===== src/rtl/sw_seq_sched.sv =====
// Step scheduler for the DAC switch driver: per trigger, plays a table of 24x14-bit switch-time groups.
// Latency: trig to first sw_req rise is 1+24+REQ_LOW cycles; each step then waits on sw_ack or timeout.
// Backpressure: one sw_req/sw_ack handshake per step; trig while busy is dropped and flagged in trig_overrun_o.
`timescale 1ns/1ps
module sw_seq_sched #(
  parameter int MAX_STEPS = 8,
  parameter int REQ_HIGH  = 4,
  parameter int REQ_LOW   = 4
) (
  input  logic                         clk,
  input  logic                         rst,
  input  logic                         tbl_wr_en_i,
  input  logic [$clog2(MAX_STEPS)+4:0] tbl_wr_addr_i,
  input  logic [13:0]                  tbl_wr_data_i,
  input  logic [$clog2(MAX_STEPS):0]   cfg_num_steps_i,
  input  logic [31:0]                  cfg_timeout_i,
  input  logic                         trig_i,
  input  logic                         abort_i,
  output logic [335:0]                 sw_time_group_o,
  output logic                         sw_req_o,
  input  logic                         sw_ack_i,
  output logic                         busy_o,
  output logic [$clog2(MAX_STEPS)-1:0] step_idx_o,
  output logic                         seq_done_o,
  output logic                         err_timeout_o,
  output logic                         trig_overrun_o
);
  localparam int SW   = $clog2(MAX_STEPS);
  localparam int NCH  = 24;
  localparam int CHW  = 14;
  localparam int CMAX = (REQ_LOW > REQ_HIGH) ? ((REQ_LOW > NCH) ? REQ_LOW : NCH)
                                             : ((REQ_HIGH > NCH) ? REQ_HIGH : NCH);
  localparam int CW   = $clog2(CMAX);

  typedef enum logic [2:0] {S_IDLE, S_LOAD, S_GAP, S_REQ, S_WAIT, S_NEXT} state_t;

  state_t                 state_q, state_d;
  logic [CW-1:0]          cnt_q, cnt_d;
  logic [SW-1:0]          step_q, step_d;
  logic [SW:0]            num_q, num_d;
  logic [31:0]            tcfg_q, tcfg_d;
  logic [31:0]            tmo_q, tmo_d;
  logic                   ack_seen_q, ack_seen_d;
  logic                   err_q, err_d;
  logic                   ovr_q, ovr_d;
  logic                   req_q, busy_q, done_q;
  logic                   seq_done_d;
  logic                   last_step;
  logic [SW:0]            num_clamped;

  logic [CHW-1:0]         tbl_q [MAX_STEPS][NCH];
  logic [SW-1:0]          wr_step;
  logic [4:0]             wr_chan;
  logic [4:0]             ld_chan;
  logic [CHW-1:0]         rd_dat;
  logic [(NCH-1)*CHW-1:0] shadow_q;
  logic [NCH*CHW-1:0]     group_q;

  assign wr_step = tbl_wr_addr_i[SW+4:5];
  assign wr_chan = tbl_wr_addr_i[4:0];
  assign ld_chan = cnt_q[4:0];
  // Combinational read returns the pre-write value when a same-entry write lands in the same cycle.
  assign rd_dat  = tbl_q[step_q][ld_chan];

  assign num_clamped = (cfg_num_steps_i > (SW+1)'(MAX_STEPS)) ? (SW+1)'(MAX_STEPS) : cfg_num_steps_i;
  assign last_step   = ({1'b0, step_q} == (num_q - (SW+1)'(1)));

  // Step table: plain flops, no reset, channels 24..31 of each step are not stored.
  always_ff @(posedge clk) begin
    if (tbl_wr_en_i && (wr_chan < 5'(NCH))) begin
      tbl_q[wr_step][wr_chan] <= tbl_wr_data_i;
    end
  end

  // Shadow fill one channel per LOAD cycle; the visible group is published together with the last channel.
  always_ff @(posedge clk or posedge rst) begin
    if (rst) begin
      shadow_q <= '0;
      group_q  <= '0;
    end else if ((state_q == S_LOAD) && !abort_i) begin
      if (ld_chan != 5'(NCH-1)) begin
        shadow_q[ld_chan*CHW +: CHW] <= rd_dat;
      end else begin
        group_q <= {rd_dat, shadow_q};
      end
    end
  end

  // State and registered outputs.
  always_ff @(posedge clk or posedge rst) begin
    if (rst) begin
      state_q    <= S_IDLE;
      cnt_q      <= '0;
      step_q     <= '0;
      num_q      <= '0;
      tcfg_q     <= '0;
      tmo_q      <= '0;
      ack_seen_q <= 1'b0;
      err_q      <= 1'b0;
      ovr_q      <= 1'b0;
      req_q      <= 1'b0;
      busy_q     <= 1'b0;
      done_q     <= 1'b0;
    end else begin
      state_q    <= state_d;
      cnt_q      <= cnt_d;
      step_q     <= step_d;
      num_q      <= num_d;
      tcfg_q     <= tcfg_d;
      tmo_q      <= tmo_d;
      ack_seen_q <= ack_seen_d;
      err_q      <= err_d;
      ovr_q      <= ovr_d;
      req_q      <= (state_d == S_REQ);
      busy_q     <= (state_d != S_IDLE);
      done_q     <= seq_done_d;
    end
  end

  // Next-state: step sequencing, handshake timing, saturating ack timeout, abort override.
  always_comb begin
    state_d    = state_q;
    cnt_d      = cnt_q;
    step_d     = step_q;
    num_d      = num_q;
    tcfg_d     = tcfg_q;
    tmo_d      = (tmo_q != '1) ? (tmo_q + 32'd1) : tmo_q;
    ack_seen_d = ack_seen_q;
    err_d      = err_q;
    ovr_d      = ovr_q;
    seq_done_d = 1'b0;
    case (state_q)
      S_IDLE: begin
        if (trig_i && !abort_i && (cfg_num_steps_i != '0)) begin
          state_d = S_LOAD;
          cnt_d   = '0;
          step_d  = '0;
          num_d   = num_clamped;
          tcfg_d  = cfg_timeout_i;
          err_d   = 1'b0;
          ovr_d   = 1'b0;
        end
      end
      S_LOAD: begin
        if (cnt_q == CW'(NCH-1)) begin
          state_d = S_GAP;
          cnt_d   = '0;
        end else begin
          cnt_d = cnt_q + CW'(1);
        end
      end
      S_GAP: begin
        if (cnt_q == CW'(REQ_LOW-1)) begin
          state_d    = S_REQ;
          cnt_d      = '0;
          tmo_d      = '0;
          ack_seen_d = 1'b0;
        end else begin
          cnt_d = cnt_q + CW'(1);
        end
      end
      S_REQ: begin
        if (sw_ack_i) ack_seen_d = 1'b1;
        if (cnt_q == CW'(REQ_HIGH-1)) begin
          cnt_d   = '0;
          state_d = (ack_seen_q || sw_ack_i) ? S_NEXT : S_WAIT;
        end else begin
          cnt_d = cnt_q + CW'(1);
        end
      end
      S_WAIT: begin
        if (sw_ack_i) begin
          state_d = S_NEXT;
        end else if ((tcfg_q != '0) && (tmo_q >= (tcfg_q - 32'd1))) begin
          err_d   = 1'b1;
          state_d = S_NEXT;
        end
      end
      S_NEXT: begin
        if (last_step) begin
          state_d = S_IDLE;
        end else begin
          step_d  = step_q + SW'(1);
          cnt_d   = '0;
          state_d = S_LOAD;
        end
      end
      default: state_d = S_IDLE;
    endcase
    if (trig_i && (state_q != S_IDLE)) ovr_d = 1'b1;
    if (abort_i) state_d = S_IDLE;
    seq_done_d = (state_d == S_NEXT) && last_step;
  end

  assign sw_time_group_o = group_q;
  assign sw_req_o        = req_q;
  assign busy_o          = busy_q;
  assign step_idx_o      = step_q;
  assign seq_done_o      = done_q;
  assign err_timeout_o   = err_q;
  assign trig_overrun_o  = ovr_q;
endmodule

===== config.mk =====
export PLATFORM = sky130hd
export DESIGN_NAME = sw_seq_sched
export DESIGN_NICKNAME = d
export VERILOG_FILES = /design/src/rtl/sw_seq_sched.sv
export SDC_FILE = /design/constraint.sdc
export NUM_CORES = 2
export LEC_CHECK = 0
export ABC_AREA = 0
export ABC_CLOCK_PERIOD_IN_PS = 62000
export CORE_ASPECT_RATIO = 1.1
export CORE_MARGIN = 2
export CORE_UTILIZATION = 25
export DETAILED_ROUTE_END_ITERATION = 8
export PLACE_DENSITY_LB_ADDON = 0.15
export SYNTH_ARGS = -nofsm -noshare
export SYNTH_HDL_FRONTEND = slang
export SYNTH_SLANG_ARGS = --single-unit

===== constraint.sdc =====
create_clock -name clk -period 62 [get_ports clk]
set_input_delay 6.2 -clock clk [delete_from_list [all_inputs] [get_ports clk]]
set_output_delay 6.2 -clock clk [all_outputs]
set_load 0.01 [all_outputs]

==> impl_metrics.sql <==
INSERT INTO impl_metrics (metric_group, metric, value, unit) VALUES
('status', 'outcome', 'complete, but fails checks', ''),
('status', 'failing_checks', 'max-capacitance violations', ''),
('clock_network', 'htree_levels', '5', ''),
('sta', 'worst_pin_slew', '1.49', 'ns'),
('drt', 'routed_via_density', '4.77', ''),
('grt', 'first_global_vias', '77600', ''),
('yosys', 'netlist_area', '137000', 'µm²'),
('yosys', 'largest_family_of_logic_cells_by_synthesized_area', 'multiplexers', ''),
('floorplanning', 'die_h', '781', 'µm'),
('yosys', 'mux_share_of_post_synthesis_cell_area', '0.175', ''),
('placed_design', 'dp_slack', '51.62', 'ns'),
('clock_network', 'cts_tree', 'yes', ''),
('yosys', 'synth.top_cell.area_share', '0.588', ''),
('drt', 'detail_route.wirelength', '492000', 'µm'),
('worst_hold_path', 'worst_hold_path.endpoint', 'sw_time_group_o[308]', ''),
('sta', 'report.final.setup_viol', '0', ''),
('critical_path', 'reg2reg_setup_slack', '52.91', 'ns'),
('placed_design', 'place_hpwl', '325000', 'µm'),
('power_and_ir_drop', 'totalPowerFinal', '0.00532', 'W'),
('sta', 'relSlewSlack', '0.00362', ''),
('yosys', 'yosys_register_bits', '3431', ''),
('critical_path', 'critical_path.max_fanout', '13', ''),
('grt', 'grt_start_max_net_pins', '162', ''),
('clock_network', 'cts_repair_resize_count', '0', ''),
('sta', 'max_freq', '0.109', 'GHz'),
('critical_path', 'worst_setup_path_start_kind', 'primary input', ''),
('yosys', 'ys_dominant_reg_cell', 'edfxtp_1', ''),
('critical_path', 'worst_r2r_path_depth', '17', ''),
('placed_design', 'port_buffers', '407', ''),
('floorplanning', 'die_area', '555000', 'µm²'),
('yosys', 'synth_simple_gate_area_share', '0.0405', ''),
('critical_path', 'crit_required', '62.84', 'ns'),
('clock_network', 'clock_path_buffers', '4', ''),
('sta', 'timing_hold_violations_final', '0', ''),
('yosys', 'adder_cell_share_of_the_synthesized_area', '0.00520', ''),
('yosys', 'ys_warn_count', '0', ''),
('worst_hold_path', 'holdCritStartpoint', 'shadow_q[308]', ''),
('finish', 'nNetsFinal', '8404', ''),
('drt', 'post_drt_wl_per_cell', '30.8', 'µm'),
('drt', 'drt_pre_antenna_iters', '6', ''),
('drt', 'remaining_antenna_violation_count_after_routing', '0', ''),
('yosys', 'synth.avg_cell_area', '18.5', 'µm²'),
('yosys', 'yosysSeqAreaShare', '0.724', ''),
('sta', 'setup_slack', '52.79', 'ns'),
('finish', 'nFillCells', '53600', ''),
('clock_network', 'clock-root-buffer', 'clkbuf_16', ''),
('power_and_ir_drop', 'power.static_leakage', '55.3', 'nW'),
('yosys', 'yosys.area_share.xor_xnor', '0.00448', ''),
('yosys', 'post-synth-top-area-cell', 'edfxtp_1', ''),
('sta', 'total_negative_slack', '0', 'ns'),
('grt', 'grtUsageTotal', '0.173', ''),
('clock_network', 'cts_post_setup_buffers_inserted', '0', ''),
('critical_path', 'setup.worst_path.start', 'abort_i', ''),
('yosys', 'yosys-top-cells-area', 'edfxtp_1 (59%), dfrtp_1 (14%), mux4_2 (11%)', ''),
('finish', 'regArea', '99300', 'µm²'),
('sta', 'drv_slew', '0', ''),
('grt', 'grt_antenna_before_repair', '28', ''),
('drt', 'vias', '76000', ''),
('sta', 'timing.final.crit_period', '9.21', 'ns'),
('floorplanning', 'initial_utilization', '0.251', ''),
('yosys', 'yosysUniqueCellTypes', '91', ''),
('power_and_ir_drop', 'power_per_cell_area', '32.3', 'nW/µm²'),
('drt', 'detailedRoute.firstIterationViolations', '7591', ''),
('clock_network', 'clk_latency', '1.03', 'ns'),
('flow_run', 'cap_viol_max_count', '1', ''),
('worst_hold_path', 'timing.hold.worst.class', 'flop to flop', ''),
('worst_hold_path', 'hold_depth', '1', ''),
('critical_path', 'critPathCaptureType', 'flop', ''),
('finish', 'total_area_of_multi_input_combinational_cells', '36000', 'µm²'),
('yosys', 'synth-compound-area-share', '0.0354', ''),
('clock_network', 'numCtsBuffers', '400', '');
-- kinds of logic (layout without fill, tap and decap cells) --
| family | Yosys count | after routing |
|---|---|---|
| flip-flops | 3431 | 3431 |
| XOR/XNOR | 67 | 67 |
| multiplexers | 1494 | 1494 |
| buffers and inverters | 395 | 1577 |
| adder cells (fa/ha/maj) | 54 | 54 |
| AO/OA/AOI/OAI | 741 | 741 |
| AND/OR/NAND/NOR | 1250 | 1250 |
| other | 0 | 18 |
-- through the flow --
| stage | hold WS, ns | cells | utilization | area, µm² |
|---|---|---|---|---|
| finish | 0.475 | 16000 | 0.301 | 165000 |
| global route | 0.493 | 15900 | 0.301 | 165000 |
| CTS | 0.470 | 15900 | 0.301 | 165000 |
| detailed placement | 0.466 | 15200 | 0.277 | 152000 |
| global placement | 0.458 | 15200 | 0.277 | 152000 |
| floorplan | 0.444 | 7432 | - | 137000 |
-- cells in the mapped netlist (all sizes together), types with 15 or more instances --
cell    count
and3       19
nor2b      27
inv        23
nand2     435
dfrtp     743
nand3      81
or3        21
a21o       21
xor2       30
a31oi      26
o31ai      22
o211ai     15
nor4       23
mux2i     228
nand2b     38
o22a       19
a22oi      63
a32oi      16
nand4      26
xnor2      35
nor3       76
nor2      426
a21oi     151
edfxtp   2688
a221oi     15
or2        16
and2       18
o21ai     181
ha         49
mux2      602
o22ai      77
buf       200
a211oi     25
clkbuf    168
mux4      664
-- worst max-delay path, cell delays in order --
cell and delay (ns):
clkdlybuf4s50_1 0.54, nor4_1 0.60, buf_4 0.25, o311ai_0 0.27
a21oi_2 0.21, buf_4 0.27, nand2_1 0.24, nor2_1 0.72
nand2_1 0.22, a2111oi_0 0.43, nor3_1 0.10
-- where the power goes --
group,switching [W],internal (W)
sequential,0.0000174,0.00250
combinational,0.000360,0.000100
clock,0.000988,0.00135
total,0.00136,0.00396
-- per-layer routing --
metal,vias up,wire (µm),GRT usage
met2,2580,229000,0.278
li1,31500,-,-
met3,658,27800,0.0281
met1,41300,221000,0.244
met4,2,13100,0.0395
met5,-,15,0
-- flip-flops by register name (all words and copies together) (netlist names) --
| register | count |
|---|---|
| ack_seen_q | 1 |
| busy_o | 1 |
| cnt_q | 5 |
| err_timeout_o | 1 |
| num_q | 4 |
| seq_done_o | 1 |
| shadow_q | 322 |
| state_q | 3 |
| step_idx_o | 3 |
| sw_req_o | 1 |
| sw_time_group_o | 336 |
| tbl_q | 2688 |
| tcfg_q | 32 |
| tmo_q | 32 |
| trig_overrun_o | 1 |
-- final cells by class --
type	count	area share
antenna	18	0.000273
clock buffer	513	0.0647
clock inverter	217	0.0137
inverter	27	0.000691
multi-input combinational	3606	0.218
sequential	3431	0.603
tap	7318	0.0555
timing repair buffer	820	0.0445
-- worst max path at each step --
stage	endpoint	slack, ns
finish	shadow_q[251]	52.79
global route	shadow_q[251]	52.48
CTS	shadow_q[251]	52.70
detailed placement	shadow_q[251]	51.62
global placement	shadow_q[251]	51.46
floorplan	ack_seen_q	34.95
-- cells in the final DEF (no fill, tap or decap), types with 21 or more instances in the layout --
master,count
nand4_1,26
bufinv_16,32
a31oi_1,25
o22ai_1,77
nor4_1,21
clkinv_2,65
a22oi_1,63
xnor2_1,33
o31ai_1,22
edfxtp_1,2688
mux2i_1,227
clkinv_1,76
clkdlybuf4s50_1,393
nor2_1,421
dfrtp_1,737
xor2_1,28
mux4_2,664
nand2_1,434
mux2_2,595
ha_1,49
nand3_1,80
buf_4,402
clkbuf_1,92
a21oi_1,148
clkbuf_16,402
o21ai_0,173
nor2b_1,25
nand2b_1,38
a21o_1,21
nor3_1,69
Note: power is estimated with default switching activity, not from simulation.
